[src/rtl/nibble_serial_subtractor.sv]
`default_nettype none
// ============================================================================
// Module      : nibble_serial_subtractor
// Description : Multi-cycle WIDTH-bit subtractor, D = A - B - bin, one
//               4-bit nibble per clock, least significant nibble first.
//               Each nibble is A_nib + ~B_nib + carry (inverted-operand add).
//               Start/ready/done handshake; result and flags are registered
//               and held until the next operation completes.
// Revision    : 1.0 - initial release
// ============================================================================
module nibble_serial_subtractor #(
    parameter int WIDTH = 16
) (
    input  logic             Clk,
    input  logic             Reset,
    input  logic             start,
    input  logic [WIDTH-1:0] A,
    input  logic [WIDTH-1:0] B,
    input  logic             bin,
    output logic             ready,
    output logic             done,
    output logic [WIDTH-1:0] D,
    output logic             bout,
    output logic             V,
    output logic             Z
);

    // WIDTH must be a multiple of 4 and at least 4.
    localparam int NNIB = WIDTH / 4;
    localparam int KW   = (NNIB > 1) ? $clog2(NNIB) : 1;
    localparam int MSB  = WIDTH - 1;

    typedef enum logic [1:0] {
        S_IDLE = 2'd0,
        S_RUN  = 2'd1,
        S_DONE = 2'd2
    } state_t;

    state_t           state_q, state_d;
    logic [WIDTH-1:0] a_q, a_d;        // minuend, shifted down one nibble per RUN cycle
    logic [WIDTH-1:0] b_q, b_d;        // subtrahend, shifted the same way
    logic             a_msb_q, a_msb_d; // sign bits kept aside for the overflow flag
    logic             b_msb_q, b_msb_d;
    logic [WIDTH-1:0] work_q, work_d;  // partial difference, filled from the top
    logic             carry_q, carry_d;
    logic [KW-1:0]    k_q, k_d;
    logic [WIDTH-1:0] d_q, d_d;
    logic             bout_q, bout_d;
    logic             v_q, v_d;
    logic             z_q, z_d;

    logic [4:0]       w_sum;
    logic [WIDTH-1:0] w_work_ins;
    logic             w_last;

    // Nibble slice: the current nibble always sits in the low 4 bits of the
    // shifted operands; the new result nibble enters the working register at
    // the top so that after NNIB steps nibble 0 lands at the bottom.
    always_comb begin
        w_sum      = {1'b0, a_q[3:0]} + {1'b0, ~b_q[3:0]} + {4'b0000, carry_q};
        w_work_ins = (work_q >> 4) | (WIDTH'(w_sum[3:0]) << (WIDTH - 4));
        w_last     = (k_q == KW'(NNIB - 1));
    end

    // Next-state and datapath updates for the IDLE/RUN/DONE sequence.
    always_comb begin
        state_d = state_q;
        a_d     = a_q;
        b_d     = b_q;
        a_msb_d = a_msb_q;
        b_msb_d = b_msb_q;
        work_d  = work_q;
        carry_d = carry_q;
        k_d     = k_q;
        d_d     = d_q;
        bout_d  = bout_q;
        v_d     = v_q;
        z_d     = z_q;
        case (state_q)
            S_IDLE: begin
                if (start) begin
                    a_d     = A;
                    b_d     = B;
                    a_msb_d = A[MSB];
                    b_msb_d = B[MSB];
                    carry_d = ~bin;
                    work_d  = '0;
                    k_d     = '0;
                    state_d = S_RUN;
                end
            end
            S_RUN: begin
                a_d     = a_q >> 4;
                b_d     = b_q >> 4;
                work_d  = w_work_ins;
                carry_d = w_sum[4];
                k_d     = k_q + 1'b1;
                if (w_last) begin
                    // Publish the complete result only once every nibble is in.
                    k_d     = '0;
                    d_d     = w_work_ins;
                    bout_d  = ~w_sum[4];
                    z_d     = (w_work_ins == '0);
                    v_d     = (a_msb_q != b_msb_q) && (w_work_ins[MSB] != a_msb_q);
                    state_d = S_DONE;
                end
            end
            S_DONE: begin
                state_d = S_IDLE;
            end
            default: begin
                state_d = S_IDLE;
            end
        endcase
    end

    // State and datapath registers; reset clears everything.
    always_ff @(posedge Clk) begin
        if (Reset) begin
            state_q <= S_IDLE;
            a_q     <= '0;
            b_q     <= '0;
            a_msb_q <= 1'b0;
            b_msb_q <= 1'b0;
            work_q  <= '0;
            carry_q <= 1'b0;
            k_q     <= '0;
            d_q     <= '0;
            bout_q  <= 1'b0;
            v_q     <= 1'b0;
            z_q     <= 1'b0;
        end else begin
            state_q <= state_d;
            a_q     <= a_d;
            b_q     <= b_d;
            a_msb_q <= a_msb_d;
            b_msb_q <= b_msb_d;
            work_q  <= work_d;
            carry_q <= carry_d;
            k_q     <= k_d;
            d_q     <= d_d;
            bout_q  <= bout_d;
            v_q     <= v_d;
            z_q     <= z_d;
        end
    end

    // Handshake decoded from the registered state; results straight from flops.
    always_comb begin
        ready = (state_q == S_IDLE);
        done  = (state_q == S_DONE);
        D     = d_q;
        bout  = bout_q;
        V     = v_q;
        Z     = z_q;
    end

endmodule
`default_nettype wire

[config.mk]
export PLATFORM = sky130hd
export DESIGN_NAME = nibble_serial_subtractor
export DESIGN_NICKNAME = d
export VERILOG_FILES = /design/src/rtl/nibble_serial_subtractor.sv
export SDC_FILE = /design/constraint.sdc
export NUM_CORES = 1
export LEC_CHECK = 0
export ABC_AREA = 1
export CAP_MARGIN = 20
export CORE_ASPECT_RATIO = 1.2
export CORE_MARGIN = 3
export CORE_UTILIZATION = 41
export DETAILED_ROUTE_END_ITERATION = 6
export MAX_ROUTING_LAYER = met4
export PLACE_DENSITY_LB_ADDON = 0.1
export SLEW_MARGIN = 25
export SYNTH_ARGS = -nofsm -noshare
export SYNTH_HDL_FRONTEND = slang
export SYNTH_SLANG_ARGS = --single-unit
export TNS_END_PERCENT = 1
[constraint.sdc]
create_clock -name Clk -period 5 [get_ports Clk]
set_input_delay 0.5 -clock Clk [delete_from_list [all_inputs] [get_ports Clk]]
set_output_delay 0.5 -clock Clk [all_outputs]
set_load 0.02 [all_outputs]
==> Implementation_results.wiki <==
{| class="wikitable"
! Metric !! Value
|-
| Critical path startpoint category || flop
|-
| Design Power || between 1 and 1.5 mW
|-
| Drt drc || 0
|-
| Post-layout minimum cycle time || ~2000 ps
|-
| Number of pins exceeding their max-slew limit in the final report || 0
|-
| Number of cells in the design after placement || 502
|-
| Outcome || finished, final reports clean
|-
| Starting density of the core || 0.426
|-
| Antenna-violating nets left || 0
|-
| Sum of overflow across all layers after global routing || 0
|-
| Die area || 0.00821 sq mm
|-
| WL/cell || 12.7 um
|-
| # Max-Cap Violations || 0
|-
| Hold bufs inserted after CTS || 0
|-
| Seq. cell area || 0.00140 sq mm
|-
| Detailed-placement wirelength estimate || about 4500 um
|-
| CTS clk-pin slew, worst paths || roughly 80 ps
|-
| Vias || about 2.6k
|-
| Crit share post-route || 0.409
|-
| Fraction of registers with async set/reset || 0
|-
| Number of cell instances on the worst register-to-register path || 8
|-
| Number of synthesized flops with an enable pin || 0
|-
| Gr usage total || 0.174
|-
| Largest clock skew in the final design || between 7 and 8 ps
|-
| Clock latency on the worst-skew pair || approximately 350 ps
|-
| Fraction of final layout cells with drive strength greater than 1 || 0.0650
|-
| Routability congestion estimate || between 0.7 and 0.8
|-
| Slew at the pin closest to its max-slew limit || around 590 ps
|-
| Filler Cell Count || slightly above 700
|-
| Y dimension of the die || between 90 and 100 um
|-
| Final hold vios || 0
|-
| Standby leakage power || around 1.4 nW
|-
| Non-filler cells in the finished layout || 518
|-
| Mapped Cells || 380
|-
| Total negative setup slack || 0 ps
|-
| Count of cells resized by post-cts repair || 0
|-
| Footprint of the multi-input gates || approximately 0.0013 sq mm
|-
| Count of cell types in the netlist || 29
|-
| Starting DRT DRC Count || slightly below 100
|-
| Maximum clock insertion buffer count || 2
|-
| Data arrival time at the worst-slack endpoint || 1540 ps
|-
| Min-Delay Path Depth || 2
|-
| Data required time at the worst endpoint || 4500 ps
|-
| Final setup violation count || 0
|-
| Clock tree from TritonCTS || done
|-
| Largest vdd supply drop || 0.151 mV
|-
| Vias per cell || approximately 5.0
|-
| Syn nets || between 400 and 500
|-
| Clock buffers created by TritonCTS || 9
|-
| Standard-cell rows || 33
|-
| RSZ-0062 raised after global routing || false
|-
| Highest clock frequency the design can meet || a little under 500 MHz
|-
| Initial antenna violation count || 0
|-
| Net count reported at finish || 468
|-
| Via count of the first global-routing pass || 2,494
|-
| X dimension of the die || roughly 83 um
|-
| Number of H-tree levels || 3
|-
| Floorplan core area || just under 0.007 sq mm
|-
| Flops & latches, synth || 70
|-
| Diode count || 0
|-
| Area fraction of the dominant cell type after synthesis || 0.477
|-
| Number of search-and-repair iterations in the first detailed-routing pass || 4
|-
| Clock Tree Root || clkbuf_8
|-
| Port buffer count || 56
|-
| # clock sinks || 70
|-
| Maximum fanout encountered on the critical timing path || 3
|-
| Critical path cell sequence || nor2_2 > clkdlybuf4s50_1
|-
| Top cell type by total area after synthesis || dfxtp_1
|-
| Critical Path Sink Type || output port
|-
| Maximum number of pins on one net before global-route repair || 52
|-
| Ports || 57
|-
| Biggest area contributors in the synthesized netlist || dfxtp_1 (48%), nand2_1 (15%), o21ai_0 (5.8%), a21oi_1 (5.6%), a31oi_1 (5.1%)
|-
| Sequential cell area fraction in the yosys report || 0.477
|-
| Synth Area per Inst || just under 8 sq um
|-
| Critical Path Max Stage Delay || 640 ps
|-
| First-pass GRT wire length || ~11,000 um
|-
| Most frequent cell after synthesis || nand2_1
|-
| PD cells || between 300 and 400 mW/mm^2
|-
| Number of setup buffers added after CTS || 0
|-
| Final WL || approximately 6600 um
|-
| Post-synth top flop || dfxtp_1
|-
| Mapped cell area || around 0.0029 sq mm
|-
| Class of the tightest hold or removal check || flop to flop
|-
| Worst setup path category || flop to output port
|-
| P&R area growth vs syn || 24.8%
|-
| Yosys warnings || 0
|-
| Tightest slew margin relative to the limit || 0.603
|-
| Commonest cells post-synth || nand2_1 (116), dfxtp_1 (70), o21ai_0 (34)
|-
| CP max stage cell || clkdlybuf4s50_1
|}
==> flip-flops by register name, summed over array words and instances (netlist names) <==
register  count
state_q       2
D            16
a_q          16
k_q           2
carry_q       1
b_msb_q       1
bout          1
work_q       12
a_msb_q       1
V             1
Z             1
b_q          16
==> worst max-delay path: cells and delay by family (launching register included) <==
family | cells | cell delay, ps
buf+inv | 1 | 640
flops | 1 | 360
simple gates | 1 | 200
==> cell usage in the layout (no fill, tap or decap), drive strengths merged <==
cell / netlist / routed
o31ai: 1 / 1
nand3b: 1 / 1
clkinv: 1 / 4
buf: 16 / 1
or2: 1 / 1
dfxtp: 70 / 70
bufinv: 0 / 1
nand3: 20 / 20
o21a: 2 / 2
nand2: 121 / 121
a31oi: 24 / 24
clkdlybuf4s50: 0 / 56
clkinvlp: 0 / 3
o22ai: 1 / 1
inv: 27 / 27
clkbuf: 6 / 9
nor2: 13 / 13
o211ai: 1 / 1
xnor2: 1 / 1
o21ai: 35 / 35
fa: 2 / 2
a21oi: 33 / 33
ha: 4 / 4
==> routing by layer <==
| layer | track usage | routed length [um] |
|---|---|---|
| met5 | - | 0 |
| met4 | 0.0893 | 173 |
| met2 | 0.296 | 3250 |
| met3 | 0.0318 | 228 |
| met1 | 0.195 | 2920 |
==> where the power goes <==
| part | total [mW] | internal, mW | switching, mW |
|---|---|---|---|
| Clock | 0.455 | 0.231 | 0.225 |
| Combinational | 0.192 | 0.0787 | 0.113 |
| Sequential | 0.611 | 0.591 | 0.0202 |
==> metrics by stage <==
stage / worst slack, ps / area, sq um / hold WS [ps] / utilization
floorplan: 3260 / 2940 / 429 / -
global placement: 2440 / 3460 / 449 / 0.502
detailed placement: 2810 / 3460 / 454 / 0.502
CTS: 2940 / 3660 / 464 / 0.531
global route: 2770 / 3660 / 489 / 0.531
finish: 2960 / 3660 / 461 / 0.531
==> logic make-up after synthesis <==
logic type,after synthesis,share of synthesized area
xor gates and xnor gates,1,0.00298
adders and majority gates,6,0.0307
AOI/OAI and AO/OA,97,0.179
DFF,70,0.477
and+or+nand+nor,156,0.222
buffers and inverters,50,0.0874
==> path summary, 6_finish.rpt <==
| kind | startpoint | endpoint | slack [ps] |
|---|---|---|---|
| max | state_q[0] | ready | 2960 |
| min | a_q[14] | a_q[14] | 460 |
| max reg2reg | state_q[0] | D[5] | 3020 |
| min reg2reg | a_q[14] | a_q[14] | 460 |
==> final cells by class <==
class	count	share of cell area
Sequential cell	70	0.383
Multi-Input combinational cell	260	0.349
Timing Repair Buffer	57	0.155
Clock buffer	9	0.0338
Tap cell	87	0.0297
Inverter	28	0.0294
Clock inverter	7	0.0205
Power figures use the tool's default switching activity.
